### src/rtl/sar_pkg.sv
// Shared types, default sizing and counter-width helpers for the SAR ADC controller.
package sar_pkg;

  typedef enum logic [1:0] {IDLE, SAMPLE, CONV, DONE} sar_state_t;

  localparam int unsigned NSTEP_DFLT     = 10;
  localparam int unsigned STEP_SIZE_DFLT = 4;

  function automatic int unsigned step_cnt_w(input int unsigned nstep);
    return (nstep > 1) ? $clog2(nstep) : 1;
  endfunction

  function automatic int unsigned cyc_cnt_w(input int unsigned step_size);
    return (step_size > 1) ? $clog2(step_size) : 1;
  endfunction

endpackage

### src/rtl/sar_toggle_sync.sv
// Two-flop synchroniser for a toggle-coded request; emits a registered one-cycle pulse per toggle.
module sar_toggle_sync (
  input  logic f100m_clk,
  input  logic rstb,
  input  logic tgl_i,
  output logic pulse_o
);

  logic [2:0] sync_q;
  logic       pulse_q;

  always_ff @(posedge f100m_clk or negedge rstb) begin
    if (!rstb) begin
      sync_q  <= '0;
      pulse_q <= 1'b0;
    end else begin
      sync_q  <= {sync_q[1:0], tgl_i};
      pulse_q <= sync_q[1] ^ sync_q[2];
    end
  end

  assign pulse_o = pulse_q;

endmodule

### src/rtl/sar_adc_ctrl.sv
// SAR conversion controller: toggle-coded SOC in, binary search over the analog macro,
// toggle-coded EOC/error/warning events out.
module sar_adc_ctrl
  import sar_pkg::*;
#(
  parameter int unsigned NSTEP     = NSTEP_DFLT,
  parameter int unsigned STEP_SIZE = STEP_SIZE_DFLT
) (
  input  logic             f100m_clk,
  input  logic             rstb,
  input  logic             atpg,
  input  logic             sar_soc,
  output logic             sar_eoc,
  output logic             sar_err,
  output logic             sar_warn,
  output logic [NSTEP-1:0] sar_code,
  input  logic             ms_sar_dh,
  input  logic             ms_sar_dl,
  input  logic             ms_sar_rdy,
  output logic             ms_sar_clock,
  output logic             ms_sar_sample,
  output logic [NSTEP-1:0] ms_sar_sw,
  output logic [NSTEP-1:0] ms_sar_swb
);

  localparam int unsigned STEP_W = step_cnt_w(NSTEP);
  localparam int unsigned CYC_W  = cyc_cnt_w(STEP_SIZE);
  localparam logic [CYC_W-1:0]  CYC_LAST = CYC_W'(STEP_SIZE - 1);
  localparam logic [CYC_W-1:0]  CLK_HI   = CYC_W'(STEP_SIZE / 2);
  localparam logic [STEP_W-1:0] K_MSB    = STEP_W'(NSTEP - 1);

  sar_state_t        state_q, state_d;
  logic [CYC_W-1:0]  cnt_q, cnt_d;
  logic [STEP_W-1:0] k_q, k_d;
  logic [NSTEP-1:0]  res_q, res_d;
  logic [NSTEP-1:0]  code_q, code_d;
  logic [NSTEP-1:0]  sw_q, sw_d, swb_q, swb_d;
  logic              eoc_q, eoc_d, err_q, err_d, warn_q, warn_d;
  logic              aclk_q, aclk_d, samp_q, samp_d;
  logic              start_c, warn_ev_c;

  sar_toggle_sync u_soc_sync (
    .f100m_clk (f100m_clk),
    .rstb      (rstb),
    .tgl_i     (sar_soc),
    .pulse_o   (start_c)
  );

  always_ff @(posedge f100m_clk or negedge rstb) begin
    if (!rstb) begin
      state_q <= IDLE;
      cnt_q   <= '0;
      k_q     <= '0;
      res_q   <= '0;
      code_q  <= '0;
      sw_q    <= '0;
      swb_q   <= '0;
      eoc_q   <= 1'b0;
      err_q   <= 1'b0;
      warn_q  <= 1'b0;
      aclk_q  <= 1'b0;
      samp_q  <= 1'b0;
    end else begin
      state_q <= state_d;
      cnt_q   <= cnt_d;
      k_q     <= k_d;
      res_q   <= res_d;
      code_q  <= code_d;
      sw_q    <= sw_d;
      swb_q   <= swb_d;
      eoc_q   <= eoc_d;
      err_q   <= err_d;
      warn_q  <= warn_d;
      aclk_q  <= aclk_d;
      samp_q  <= samp_d;
    end
  end

  // Trial bit of the next step is set on the same edge that resolves the current one.
  always_comb begin
    state_d   = state_q;
    cnt_d     = cnt_q;
    k_d       = k_q;
    res_d     = res_q;
    code_d    = code_q;
    eoc_d     = eoc_q;
    err_d     = err_q;
    warn_ev_c = 1'b0;

    case (state_q)
      IDLE: begin
        if (start_c) begin
          state_d = SAMPLE;
          cnt_d   = '0;
          res_d   = '0;
        end
      end
      SAMPLE: begin
        if (cnt_q == CYC_LAST) begin
          state_d      = CONV;
          cnt_d        = '0;
          k_d          = K_MSB;
          res_d[K_MSB] = 1'b1;
        end else begin
          cnt_d = cnt_q + CYC_W'(1);
        end
      end
      CONV: begin
        if (cnt_q == CYC_LAST) begin
          if (!ms_sar_rdy) begin
            warn_ev_c  = 1'b1;
            res_d[k_q] = 1'b0;
          end else if (ms_sar_dh == ms_sar_dl) begin
            err_d      = ~err_q;
            res_d[k_q] = 1'b0;
          end else begin
            res_d[k_q] = ms_sar_dh;
          end
          cnt_d = '0;
          if (k_q == '0) begin
            state_d = DONE;
          end else begin
            k_d                       = k_q - STEP_W'(1);
            res_d[k_q - STEP_W'(1)]   = 1'b1;
          end
        end else begin
          cnt_d = cnt_q + CYC_W'(1);
        end
      end
      DONE: begin
        state_d = IDLE;
        code_d  = res_q;
        eoc_d   = ~eoc_q;
      end
      default: state_d = IDLE;
    endcase

    if (start_c && state_q != IDLE) warn_ev_c = 1'b1;
    warn_d = warn_q ^ warn_ev_c;

    // Analog-facing controls follow the next state so they align with it; scan mode forces them low.
    samp_d = (state_d == SAMPLE) && !atpg;
    aclk_d = (state_d == CONV) && (cnt_d >= CYC_W'(1)) && (cnt_d <= CLK_HI) && !atpg;
    sw_d   = ((state_d == CONV) && !atpg) ? res_d  : '0;
    swb_d  = ((state_d == CONV) && !atpg) ? ~res_d : '0;
  end

  assign sar_eoc       = eoc_q;
  assign sar_err       = err_q;
  assign sar_warn      = warn_q;
  assign sar_code      = code_q;
  assign ms_sar_clock  = aclk_q;
  assign ms_sar_sample = samp_q;
  assign ms_sar_sw     = sw_q;
  assign ms_sar_swb    = swb_q;

endmodule

### config.mk
export PLATFORM = sky130hd
export DESIGN_NAME = sar_adc_ctrl
export DESIGN_NICKNAME = d
export VERILOG_FILES = /design/src/rtl/sar_pkg.sv /design/src/rtl/sar_toggle_sync.sv /design/src/rtl/sar_adc_ctrl.sv
export SDC_FILE = /design/constraint.sdc
export NUM_CORES = 1
export LEC_CHECK = 0
export BUFFER_PORTS_ARGS = -buffer_cell sky130_fd_sc_hd__buf_2
export CAP_MARGIN = 15
export CORE_MARGIN = 1
export CORE_UTILIZATION = 55
export DETAILED_ROUTE_END_ITERATION = 10
export GPL_TIMING_DRIVEN = 0
export PLACE_DENSITY = 0.73
export SLEW_MARGIN = 20
export SYNTH_ARGS = -nofsm -noshare
export SYNTH_HDL_FRONTEND = slang
export SYNTH_SLANG_ARGS = --single-unit
### constraint.sdc
create_clock -name f100m_clk -period 2.6 [get_ports f100m_clk]
set_input_delay 0 -clock f100m_clk [delete_from_list [all_inputs] [get_ports f100m_clk]]
set_output_delay 0 -clock f100m_clk [all_outputs]
set_load 0.005 [all_outputs]
Word-level counts from Yosys, hierarchy flattened:

Index checks and enable logic that the tools add are counted.

* output and inout bits: 35
* logic and storage cells: 89
* register bits after elaboration: 57
* input port bits: 7

* reduce and logical (&&, ||, !) cells: 16
* multiplexer cells: 33
* $add $sub $neg: 2
* bitwise logic cells: 8
* order comparisons: 6
* equality and inequality tests: 10

Operators by type and width (count)
* $mux W10: 9
* $not A10 Y10: 2
* $pmux W9 S2: 1
* $mux W2: 6
* $mux W4: 3
* $and A10 B10 Y10: 1
* $bwmux W10: 1
* $lt A4 B5 Y1 const B: 2
* $or A10 B10 Y10: 1
* $demux W1 S4: 2
* $eq A2 B2 Y1 const B: 4
* $ge A4 B1 Y1 const B: 2
* $logic_and A1 B1 Y1: 8
* $pmux W2 S4: 1
* $pmux W4 S2: 1
* $reduce_and A4 Y1: 2
* $mux W1: 7
* $ne A2 B2 Y1 const B: 3
* $eq A2 B1 Y1 const B: 2
* $logic_not A4 Y1: 1
* $pmux W2 S2: 1
* $reduce_bool A2 Y1: 2
* $sub A4 B1 Y4 const B: 1
* $pmux W1 S3: 1
* 9 further kinds: 11

Logic depth before layout (Yosys ltp):

* depth after elaboration: 16
* mapped depth: 9
* gate-level depth less buffers: 7

Modules after synthesis:

From an unflattened synthesis, not the netlist that was laid out.

* cell total of the unflattened synthesis: 254
* area, all modules: 2768.9 um^2

By module, submodules not included
* sar_adc_ctrl: area each 2660.1 um^2, seq. area each 1326.3 um^2, times used 1, cells an instance 249
* sar_toggle_sync: area each 108.9 um^2, seq. area each 100.1 um^2, times used 1, cells an instance 5

Least setup slack after synthesis:

No wires, ideal clock.

* path kind: register to register
* start: reg k_q[0]
* end: reg swb_q[2], in the netlist ms_sar_swb[2]
* data required time: 2.481 ns
* arrival: 1.996 ns
* period minus slack after synthesis: 2.115 ns
* stages on the path, launching flop included: 9
* buffers on the path: 1
* path slack: 0.485 ns
* library setup time: 0.119 ns
* cell sequence: dfrtp_1 inv_1 ha_1 buf_6 or2_1 o41ai_2 a41oi_2 o221a_1 nor2b_4

* cells in the longest elaborated chain, start to end: 16
* elaborated cells between the ends (all ways): 30
* classes of those cells: add/sub (1); order compare (4); eq/ne (1); mux (16); bitwise (4); reduce/logical (4)

Ends and longest elaborated chain
* start, declared: line sar_adc_ctrl.sv:34 `logic [STEP_W-1:0] k_q, k_d;`
* start signal, assigned: line sar_adc_ctrl.sv:66 `k_q <= k_d;`
* $lt A4 B5 Y1 (implied by the code) / $ge A4 B1 Y1 (equally long branches): line sar_adc_ctrl.sv:112, sar_adc_ctrl.sv:115, sar_adc_ctrl.sv:117
* $logic_and A1 B1 Y1 (implied by the code): line sar_adc_ctrl.sv:112, sar_adc_ctrl.sv:115, sar_adc_ctrl.sv:117
* $mux W1 (implied by the code): line sar_adc_ctrl.sv:112, sar_adc_ctrl.sv:115, sar_adc_ctrl.sv:117
* $demux W1 S4: line sar_adc_ctrl.sv:112, sar_adc_ctrl.sv:115, sar_adc_ctrl.sv:117
* $not A10 Y10 (no line)
* $and A10 B10 Y10 (no line)
* $mux W10: line sar_adc_ctrl.sv:113 `end else if (ms_sar_dh == ms_sar_dl) begin`
* $mux W10: line sar_adc_ctrl.sv:110 `if (!ms_sar_rdy) begin`
* $mux W10: line sar_adc_ctrl.sv:109 `if (cnt_q == CYC_LAST) begin`
* $mux W10: line sar_adc_ctrl.sv:90 `case (state_q)`
* $or A10 B10 Y10 (no line)
* $mux W10: line sar_adc_ctrl.sv:120 `if (k_q == '0) begin`
* $mux W10: line sar_adc_ctrl.sv:109
* $pmux W9 S2: line sar_adc_ctrl.sv:90
* $not A10 Y10: line sar_adc_ctrl.sv:145 `swb_d = ((state_d == CONV) && !atpg) ? ~res_d : '0;`
* $mux W10 (*): line sar_adc_ctrl.sv:145
* named net swb_d[2]: line sar_adc_ctrl.sv:37 `logic [NSTEP-1:0] sw_q, sw_d, swb_q, swb_d;`
* end signal, assigned: line sar_adc_ctrl.sv:70 `swb_q <= swb_d;`
* end, declared: line sar_adc_ctrl.sv:37

Mark *: on every way through the listed nets, which the timed path passes. The rest lies on a longest branch. The select of a mux whose other input is x is not followed.
A chain may end at the register's enable or synchronous reset.

Final worst setup path:

Same ends and word-level chain as after synthesis.

==> reports/metrics.yaml <==
run_status:
  run_status: "finished clean"
sta:
  worst_max_slew_margin_expressed_relative_to_the_limit_pct: 42.84
  final.period_utilization_pct: 91.81
  worstMarginPinSlew_ns: 0.8335
  hold_violations: 0
  max_freq_mhz: 418.9
  rsz0062_at_grt: "false"
  report.final.setup_viol: 0
  timing.setup.tns_ns: 0
  final.setup.worst_slack_ns: 0.2131
  finalClockSkew_ns: 0.01668
  report.final.slew_viol_count: 0
  fin_worst_hold_slack_ns: 0.03595
  timing.final.crit_period_ns: 2.387
global_routing:
  grt_start_max_net_pins: 58
  global_route_usage_over_all_layers_pct: 26.44
  grt_antenna_before_repair: 0
  grt_first_pass_wirelength_um: 10590
  grt_overflow: 0
  grt_pass1_vias: 2147
layout:
  antenna_cells: 0
  fillers: 428
  finish.utilization_pct: 68.11
  layout_commonest_cell: "sky130_fd_sc_hd__dfrtp_1"
  num-nets-final: 346
  final-seq-area_um2: 1426
  syn2layout_area_growth_pct: 19.11
  area_of_combinational_cells_with_multiple_inputs_um2: 1359
  final_layout_size_suffix_gt1_share_pct: 31.21
  layout.cells.most_common_list: "sky130_fd_sc_hd__dfrtp_1 (57), sky130_fd_sc_hd__buf_2 (43), sky130_fd_sc_hd__nor2_1 (22)"
synth:
  syn-instance-count: 269
  post_synthesis_net_count: 290
  ys_types: 60
  netlist_area_before_placement_um2: 2939
  postSynth.topFlopCell: "sky130_fd_sc_hd__dfrtp_1"
  ys_async_sr_fraction_pct: 100.0
  post_synthesis_average_cell_area_um2: 10.93
  post_synthesis_sequential_area_ratio_pct: 48.53
  synth-edff-count: 0
  yosysWarnings: 0
  synth_seq_cells: 57
pwr:
  cellPowerDensity_nw_per_um2: 992.4
  pwr-share-comb_pct: 37.4
  p_clk_share_pct: 27.3
  power_switching_share_pct: 38.39
  switching_power_mw: 1.334
  ir_worst_vdd_uv: 613.2
  pwr-share-seq_pct: 35.3
  p_leak_nw: 1.731
  total_power_mw: 3.474
  p_int_mw: 2.141
worst_setup_path:
  timing_worst_setup_path_type: "flip-flop to flip-flop"
  worst_setup_path_end_kind: "flip-flop"
  worst-endpoint-arrival_ns: 2.63
  worst_path_largest_cell_delay_ns: 0.56
  startpoint_of_the_lowest_slack_register_to_register_path: "k_q[0]"
  reg2regPathDepth: 8
  ff2ff_setup_slack_ns: 0.21
  critical_path_required_ns: 2.84
  r2r_end: "ms_sar_swb[2]"
  critical_path.cell_chain: "inv_1, ha_1, buf_6, or2_1, o41ai_2, a41oi_2, o221a_1, nor2b_4"
  cpMaxStageDelayCell: "sky130_fd_sc_hd__dfrtp_1"
  cp-start-kind: "flip-flop"
  critical_path.max_fanout: 10
clock_network:
  clkSlewWorstSetupHoldPaths_ns: 0.07
  tritoncts: "yes"
  clock_tree.root_cell: "sky130_fd_sc_hd__clkbuf_8"
  htree_num_levels: 3
  clock_latency_ns: 0.35
  clock_tree_sinks: 57
  num_cts_buffers: 9
  cts_buffer_depth: 2
  postCtsSetupBuffers: 0
floorplanning:
  area_enclosed_by_the_die_boundary_um2: 5640
  starting_density_pct: 57.18
  coreArea_um2: 5140
  die_height_um: 75.10
  placement_rows: 26
  die_width_um: 75.10
  ioPinCount: 42
worst_hold_path:
  hold_path.startpoint: "ms_sar_dh"
  hold_path_depth: 4
  min_path_type: "primary input to flip-flop"
  hold_path_end: "sar_err"
placed_design:
  port_buffers: 41
  gp_congestion: 0.9168
  detailed_place_hpwl_um: 4680
  post-place-ws_ns: 0.2055
routing:
  avgViaCountPerCell: 5.765
  remaining_drc_errors: 0
  drt-wirelength-per-cell_um: 17.12
  ant_nets: 0
  wl_um: 6847
  detailroute.via_count: 2306
  firstDrtPassIters: 5
  first_iter_violations: 236
job:
  drv.max_cap_violation_count: 0
[area by class of cell]
cell class / instances / area share, %
timing repair buffer: 45 / 7.076
sequential: 57 / 40.74
buffer: 14 / 2.895
clock buffer: 9 / 3.538
tap: 70 / 2.502
clock inverter: 7 / 2.931
multi-input combinational: 184 / 38.81
inverter: 14 / 1.501
[cell families after synthesis]
family	Yosys count	share of synthesized area, %
compound gates	65	16.26
xor+xnor	6	1.788
fa+ha+maj	14	5.960
buf+inv	28	5.236
flops	57	48.53
mux	11	4.172
simple gates	88	18.05
[worst max-delay path by stage]
stage / startpoint / end / slack [ns] / depth (start not counted)
final: k_q[0] / ms_sar_swb[2] / 0.21 / 8
after floorplan: k_q[0] / ms_sar_swb[2] / 0.49 / 8
after global placement: k_q[0] / ms_sar_swb[2] / 0.22 / 8
after detailed placement: k_q[0] / ms_sar_swb[2] / 0.21 / 8
after global routing: k_q[0] / ms_sar_swb[2] / 0.08 / 8
after CTS: k_q[0] / ms_sar_swb[2] / 0.20 / 8
[power by group through the flow]
stage,logic (mW),clock network (mW),registers [mW]
3_5_place_dp,1.27,0,1.24
6_report,1.30,0.947,1.23
5_1_grt,1.43,0.987,1.25
3_3_place_gp,1.28,0,1.23
4_1_cts,1.29,0.955,1.23
2_1_floorplan,0.899,0,1.22
[registers in the layout, indices dropped and copies added, names as in the netlist, 2 cells and up]
register and count:
res_q 10, ms_sar_sw 10, k_q 4, cnt_q 2, ms_sar_swb 10, u_soc_sync.sync_q 3
sar_code 10, state_q 2
[Yosys cell counts (4+ instances only)]
cell	count	area, µm²
sky130_fd_sc_hd__a21oi_1	11	55.05
sky130_fd_sc_hd__buf_4	4	30.03
sky130_fd_sc_hd__buf_6	4	45.04
sky130_fd_sc_hd__dfrtp_1	57	1426
sky130_fd_sc_hd__ha_1	14	175.2
sky130_fd_sc_hd__inv_1	12	45.04
sky130_fd_sc_hd__mux2_2	10	112.6
sky130_fd_sc_hd__nand2_1	13	48.80
sky130_fd_sc_hd__nand3_1	10	50.05
sky130_fd_sc_hd__nand3b_1	7	52.55
sky130_fd_sc_hd__nand4_1	4	25.02
sky130_fd_sc_hd__nor2_1	22	82.58
sky130_fd_sc_hd__nor2b_2	7	61.31
sky130_fd_sc_hd__o21ai_0	19	95.09
[repair_timing]
item | in CTS | in global routing
hold buffers | 4 | 0
endpoints found under the hold margin | 61 | 0
gates resized for setup | 0 | 0
[stage by stage]
stage / cells / area [µm²]
5_1_grt: 400 / 3501
3_3_place_gp: 380 / 3232
2_1_floorplan: 269 / 2939
6_report: 400 / 3501
3_5_place_dp: 380 / 3234
4_1_cts: 400 / 3501
[per-layer routing]
layer  vias up  wire [µm]  share of wire (%)  GRT usage [%]
li1       1068          -                  -              -
met1      1124       3119                 46          35.59
met2        97       3138                 46          39.24
met3        17        461                6.7          6.827
met4         0        128                1.9          14.26
met5         -          0                  0              0
[critical path: cells and delay by family (launching register included)]
kind / cells / cell delay (ns)
adder cells (fa/ha/maj): 1 / 0.27
flip-flops: 1 / 0.56
AO/OA/AOI/OAI: 3 / 0.75
AND/OR/NAND/NOR: 2 / 0.37
buffers and inverters: 2 / 0.34
(Power assumes the default switching activity.)
